===== config.mk =====
export PLATFORM = sky130hd
export DESIGN_NAME = inorder_alloc_issue_queue
export DESIGN_NICKNAME = d
export VERILOG_FILES = /design/src/rtl/inorder_alloc_issue_queue.sv
export SDC_FILE = /design/constraint.sdc
export NUM_CORES = 1
export LEC_CHECK = 0
export ABC_AREA = 1
export BUFFER_PORTS_ARGS = -buffer_cell sky130_fd_sc_hd__buf_2
export CORE_MARGIN = 5
export CORE_UTILIZATION = 50
export DETAILED_ROUTE_END_ITERATION = 10
export PLACE_DENSITY = 0.86
export SLEW_MARGIN = 20
export SYNTH_ARGS = -nofsm -noshare
export SYNTH_HDL_FRONTEND = slang
export SYNTH_SLANG_ARGS = --single-unit
export TNS_END_PERCENT = 100

===== constraint.sdc =====
create_clock -name clk_i -period 5.7 [get_ports clk_i]
set_input_delay 0.285 -clock clk_i [delete_from_list [all_inputs] [get_ports clk_i]]
set_output_delay 0.285 -clock clk_i [all_outputs]
set_load 0.1 [all_outputs]

===== src/rtl/inorder_alloc_issue_queue.sv =====
// In-order reservation-station controller: busy bits, tail (allocate) and head (issue) pointers, occupancy count.
// Optional same-cycle reuse of the issuing entry is enabled by defining INORDER_FREE_BYPASS_EN.
module inorder_alloc_issue_queue #(
  parameter int ENT_SEL    = 2,
  parameter int ENT_NUM    = 1 << ENT_SEL,
  parameter int DISP_WIDTH = 2
) (
  input  logic               clk_i,
  input  logic               reset_i,
  input  logic [1:0]         req_num_i,
  input  logic               dp_stall_i,
  input  logic               dp_kill_i,
  input  logic [ENT_NUM-1:0] ready_vector_i,
  input  logic               issue_ack_i,
  output logic [ENT_SEL-1:0] alloc_ptr_o,
  output logic               allocatable_o,
  output logic [ENT_SEL-1:0] issue_ptr_o,
  output logic               issue_valid_o,
  output logic [ENT_NUM-1:0] busy_vector_o,
  output logic [ENT_SEL:0]   count_o
);

  localparam int CNT_W  = ENT_SEL + 1;
  localparam int FREE_W = ENT_SEL + 2;

  logic [ENT_SEL-1:0] head_q, tail_q;
  logic [ENT_NUM-1:0] busy_q;
  logic [CNT_W-1:0]   count_q;

  logic [ENT_SEL-1:0] head_n, tail_n, set_idx;
  logic [ENT_NUM-1:0] busy_n;
  logic [CNT_W-1:0]   count_n;
  logic [FREE_W-1:0]  free_slots;
  logic               req_in_range;
  logic               alloc_fire;
  logic               issue_fire;

  // Issue handshake: issue_valid_o is offered combinationally for the head entry;
  // the entry leaves the queue on a rising edge where issue_valid_o & issue_ack_i,
  // and issue_valid_o never waits on issue_ack_i.
  assign issue_valid_o = busy_q[head_q] & ready_vector_i[head_q] & ~dp_kill_i;
  assign issue_fire    = issue_valid_o & issue_ack_i;

`ifdef INORDER_FREE_BYPASS_EN
  assign free_slots = FREE_W'(ENT_NUM) - FREE_W'(count_q) + FREE_W'(issue_fire);
`else
  assign free_slots = FREE_W'(ENT_NUM) - FREE_W'(count_q);
`endif

  assign req_in_range  = int'(req_num_i) <= DISP_WIDTH;
  assign allocatable_o = ~reset_i & req_in_range & (FREE_W'(req_num_i) <= free_slots);
  assign alloc_fire    = allocatable_o & ~dp_stall_i & ~dp_kill_i & (req_num_i != 2'd0);

  assign alloc_ptr_o   = tail_q;
  assign issue_ptr_o   = head_q;
  assign busy_vector_o = busy_q;
  assign count_o       = count_q;

  // Issue clears first so a same-index allocation (bypass build, full queue) keeps the bit set.
  always_comb begin
    busy_n  = busy_q;
    head_n  = head_q;
    tail_n  = tail_q;
    count_n = count_q;
    set_idx = tail_q;
    if (dp_kill_i) begin
      busy_n  = '0;
      head_n  = '0;
      tail_n  = '0;
      count_n = '0;
    end else begin
      if (issue_fire) begin
        busy_n[head_q] = 1'b0;
        head_n         = head_q + ENT_SEL'(1);
      end
      if (alloc_fire) begin
        for (int k = 0; k < DISP_WIDTH; k++) begin
          if (k < int'(req_num_i)) begin
            set_idx         = tail_q + ENT_SEL'(k);
            busy_n[set_idx] = 1'b1;
          end
        end
        tail_n = tail_q + ENT_SEL'(req_num_i);
      end
      count_n = count_q + (alloc_fire ? CNT_W'(req_num_i) : CNT_W'(0)) - CNT_W'(issue_fire);
    end
  end

  always_ff @(posedge clk_i or posedge reset_i) begin
    if (reset_i) begin
      busy_q  <= '0;
      head_q  <= '0;
      tail_q  <= '0;
      count_q <= '0;
    end else begin
      busy_q  <= busy_n;
      head_q  <= head_n;
      tail_q  <= tail_n;
      count_q <= count_n;
    end
  end

endmodule


* Word level (Yosys, flattened, before mapping)
Cells that the tools add are included.
** Cells by class
- Add/subtract/negate cells :: 6
- Order comparisons :: 10
- Multiplexer cells :: 24
- Bitwise gates (word level) :: 15
- Reduce and logical (&&, ||, !) cells :: 6
** Operator list (number)
- $mux W4 :: 8
- $mux W2 :: 5
- $lt A2 B3 Y1 const B :: 3
- $and A1 B1 Y1 :: 8
- $or A4 B4 Y4 :: 2
- $demux W1 S2 :: 3
- $ge A2 B1 Y1 const B :: 3
- $reduce_bool A2 Y1 :: 3
- $mux W1 :: 5
- $add A2 B1 Y2 const B :: 2
- $and A4 B4 Y4 :: 1
- $bmux W1 S2 :: 2
- $le A2 B4 Y1 :: 1
- $lt A1 B2 Y1 const A :: 2
- $not A4 Y4 :: 1
- $sub A3 B3 Y4 const A :: 1
- $add A3 B2 Y3 :: 1
- $logic_and A1 B1 Y1 :: 3
- $mux W3 :: 1
- $not A1 Y1 :: 3
- $sub A3 B1 Y3 :: 1
- $add A2 B2 Y2 :: 1
- $le A2 B2 Y1 const B :: 1
** Word-level totals
- Register bits after elaboration :: 11
- Output and inout port bits :: 13
- Word-level logic and storage cells :: 65

* Depth between registers and ports, before layout
- Depth after elaboration :: 16
- Mapped depth :: 17
- Gate-level depth less buffers :: 17

* Worst setup path after synthesis
No wires, ideal clock.
- Path type :: register to output
- Start :: register count_q[1] (netlist: count_o[1])
- End :: output port allocatable_o
- Data arrival time :: 4.003 ns
- Slack :: 1.412 ns
- Cell stages (with the launch flop) :: 8
- Cell sequence :: dfrtp_1 -> inv_1 -> ha_1 -> inv_1 -> ha_1 -> nand2_1 -> a21boi_1 -> a21boi_0
** On the way
- Cells in the longest elaborated chain, start to end :: 3
** RTL lines
- start: declaration :: line 28 : logic [CNT_W-1:0] count_q;
- start signal: assignment :: line 99 : count_q <= count_n;
- $sub A3 B3 Y4 :: line 47 : assign free_slots = FREE_W'(ENT_NUM) - FREE_W'(count_q);
- $le A2 B4 Y1 :: line 51 : assign allocatable_o = ~reset_i & req_in_range & (FREE_W'(req_num_i) <= free_slots);
- $and A1 B1 Y1 :: line 51
- end: declaration :: line 16 : output logic allocatable_o,
Every way passes these cells.

* Worst setup path after layout
- Start :: register count_q[0] (netlist: count_o[0])
- End :: register count_q[2] (netlist: count_o[2])
** On the way
- Cells in the longest elaborated chain, start to end :: 10
** RTL lines
- $sub A3 B3 Y4 :: line 47
- $le A2 B4 Y1 :: line 51
- $and A1 B1 Y1 :: line 51
- $and A1 B1 Y1 (3 in a row) :: line 52 : assign alloc_fire = allocatable_o & ~dp_stall_i & ~dp_kill_i & (req_num_i != 2'd0);
- $mux W2 :: line 85 : count_n = count_q + (alloc_fire ? CNT_W'(req_num_i) : CNT_W'(0)) - CNT_W'(issue_fire);
- $add A3 B2 Y3 (*) :: line 85
- $sub A3 B1 Y3 (*) :: line 85
- $mux W3 (*) :: line 66 : if (dp_kill_i) begin
- via count_n[2] :: line 32 : logic [CNT_W-1:0] count_n;
Mark *: on every way through the listed nets, which the timed path passes. The rest lies on a longest branch.
A chain may end at the register's enable or synchronous reset.

==> run metrics <==
status completed; worst clock skew 0.002072 ns; Clock power frac 24.9%; FP Rows 14; Die X between 50 and 60 um; core footprint about 0.0016 mm^2; worst slew pin tran 0.4885 ns; Sw Ratio between 40 and 50%; critical path endpoint category flip-flop; met1 Use GR a little under a fifth; yosys synthesis warning count 0; Max clock buf depth 2; Power Density 209.1 mW/mm^2; Mapped Area 844.6 um^2; Max-cap violations 0; share of cells above drive strength 1 about a quarter; Setup WS post-layout approximately 2.9 ns; Top Ports 24; Port Buffer Count 23; critical path class reg2reg; commonest non-fill, non-tap cell in the layout nand2_1; P_leak between 0.5 and 0.6 nW; Post-Syn Area per Cell 7.748 um^2; Resize count post-CTS 0; Worst Path Required slightly below 6 ns; Reg clk slew, reported paths ~0.060 ns; busiest layer in global routing met2; Final Setup Violations 0; total track usage between 10% and 20%; clk_lat worst skew between 0.2 and 0.3 ns; maximum VDD drop between 0.1 and 0.15 mV; Cell variety after synth 22; remaining global-route overflow 0; Worst setup SP type flip-flop; full die area around 0.0026 mm^2; clk root buf clkbuf_4; Yosys reg bits 11; first-pass GRT wire length about 3000 um; pre-CTS setup slack ~2.9 ns; antenna cells 0; fin crit period between 2 and 3 ns; GR Util met3 around 5.2%; CTS Sinks 11; DRT Pass-1 Iters 4; Placer Congestion between 0.8 and 0.9; number of buffers created by CTS 3; post-synthesis sequential area ratio between 30% and 40%; Rel. slew slack about two thirds; initial antenna violation count 0; 1st-iter DRT viols 8; fin crit share around 49%; Post-CTS Setup Bufs 0; Critical Path Source count_o[0]; internal power 125.4 uW; GRT met2 Usage between 20% and 30%; CP Data Arrival Time between 3 and 4 ns; area grow syn2layout 18.52%; fin. max-slew vios 0; WL per Instance between 10 and 15 um; Worst Hold Class in2async; most frequent cells in the layout nand2_1, buf_2, inv_1; CTS tree yes; DR vias 771; Switch Pwr roughly 84 uW; vias in the first global route around 730; Seq pwr share between 40% and 50%; Hold Vio Cnt, Final 0; worst reg2reg startpoint count_o[0]; Syn Inst Count 109; detailed-placement wirelength estimate approximately 1500 um; die span in y about 51 um; Final nets 159; Net Count, Synth roughly 130; Gate power share between 30% and 40%; Starting Density between 50% and 60%; fill count between 100 and 150; residual DRC count 0; drt via density 5.106; CTS HTree Levels 1; Fmax achieved 355.4 MHz; Sum Neg Setup Slack 0 ns; Critical Path Fanout Max 5; WL final 1750 um; largest net degree at the start of global routing 12; RSZ-0062 raised after global routing no; Post-CTS Hold Buffers 0; final antenna-violating net count 0
==> through the flow <==
stage               cell area, um^2  hold slack [ns]  cells  power [mW]  util (%)
floorplan                     844.6           0.1374    109      0.1438         -
global placement              974.7           0.3123    147      0.1572     62.52
detailed placement            974.7           0.3159    147      0.1592     62.52
CTS                            1001          0.02647    151      0.2117     64.21
global route                   1001          0.03173    151      0.2236     64.21
finish                         1001         0.009650    151      0.2093     64.21
==> cell type report <==
class	count	area, um^2	area share (%)
multi-input combinational	77	489.2	48.87
sequential	11	275.3	27.50
timing repair buffer	23	115.1	11.50
inverter	20	75.07	7.500
clock buffer	4	26.28	2.625
tap	16	20.02	2.000
==> state kept, by name (all words and copies together), names as in the netlist <==
register,count
issue_ptr_o,2
count_o,3
busy_vector_o,4
alloc_ptr_o,2
==> cell usage after synthesis <==
library cell / count / area [um^2]
nand2_1: 27 / 101.4
inv_1: 17 / 63.81
dfrtp_1: 11 / 275.3
ha_1: 11 / 137.6
nand3_1: 9 / 45.04
nor2_1: 6 / 22.52
a21oi_1: 5 / 25.02
inv_2: 3 / 11.26
o21ai_1: 3 / 15.01
xor2_1: 3 / 26.28
a21oi_2: 2 / 17.52
nor2_2: 2 / 12.51
a21boi_0: 1 / 7.510
a21boi_1: 1 / 7.510
buf_2: 1 / 5.000
fa_1: 1 / 20.02
nand3_2: 1 / 10.01
nor2_4: 1 / 11.26
nor3_2: 1 / 10.01
o21ai_0: 1 / 5.000
o22ai_1: 1 / 6.260
xnor2_1: 1 / 8.760
==> logic make-up after synthesis <==
| logic type | Yosys count | share of synthesized area [%] |
|---|---|---|
| fa+ha+maj | 12 | 18.67 |
| buf+inv | 21 | 9.481 |
| xor+xnor | 4 | 4.149 |
| flops | 11 | 32.59 |
| compound gates | 14 | 9.926 |
| simple gates | 47 | 25.18 |
==> power by group through the flow <==
stage	registers (mW)	clock network, mW	logic, mW
2_1_floorplan	0.111	0	0.0330
3_3_place_gp	0.0865	0	0.0708
3_5_place_dp	0.0864	0	0.0728
4_1_cts	0.0850	0.0538	0.0730
5_1_grt	0.0856	0.0591	0.0789
6_report	0.0849	0.0520	0.0724
==> final timing paths <==
| check | endpoint | slack (ns) | depth (start not counted) |
|---|---|---|---|
| worst max-delay path | count_o[2] | 2.89 | 17 |
| worst min-delay path | count_o[2] | 0.01 | 2 |
| worst max register to register | count_o[2] | 2.89 | 17 |
| worst min register to register | busy_vector_o[0] | 0.56 | 2 |
| max in group asynchronous | busy_vector_o[0] | 5.39 | 2 |
| min in group clk_i | busy_vector_o[2] | 0.29 | 2 |
==> critical path: stages (launching register included) <==
cell	delay [ns]
dfrtp_1	0.42
inv_1	0.06
ha_1	0.27
inv_1	0.04
ha_1	0.27
nand2_1	0.05
a21boi_1	0.13
nand2_1	0.07
nand3_2	0.10
inv_2	0.11
nand2_1	0.06
ha_1	0.27
inv_1	0.06
ha_1	0.13
inv_1	0.05
fa_1	0.38
xor2_1	0.17
nor2_1	0.10
==> layer usage <==
| layer | part of all wire [%] | wire (um) |
|---|---|---|
| met5 | 0 | 0 |
| met4 | 1.5 | 27 |
| met3 | 4.1 | 72 |
| met2 | 50 | 872 |
| met1 | 44 | 778 |
No activity file was read; power rests on OpenSTA's default activity.
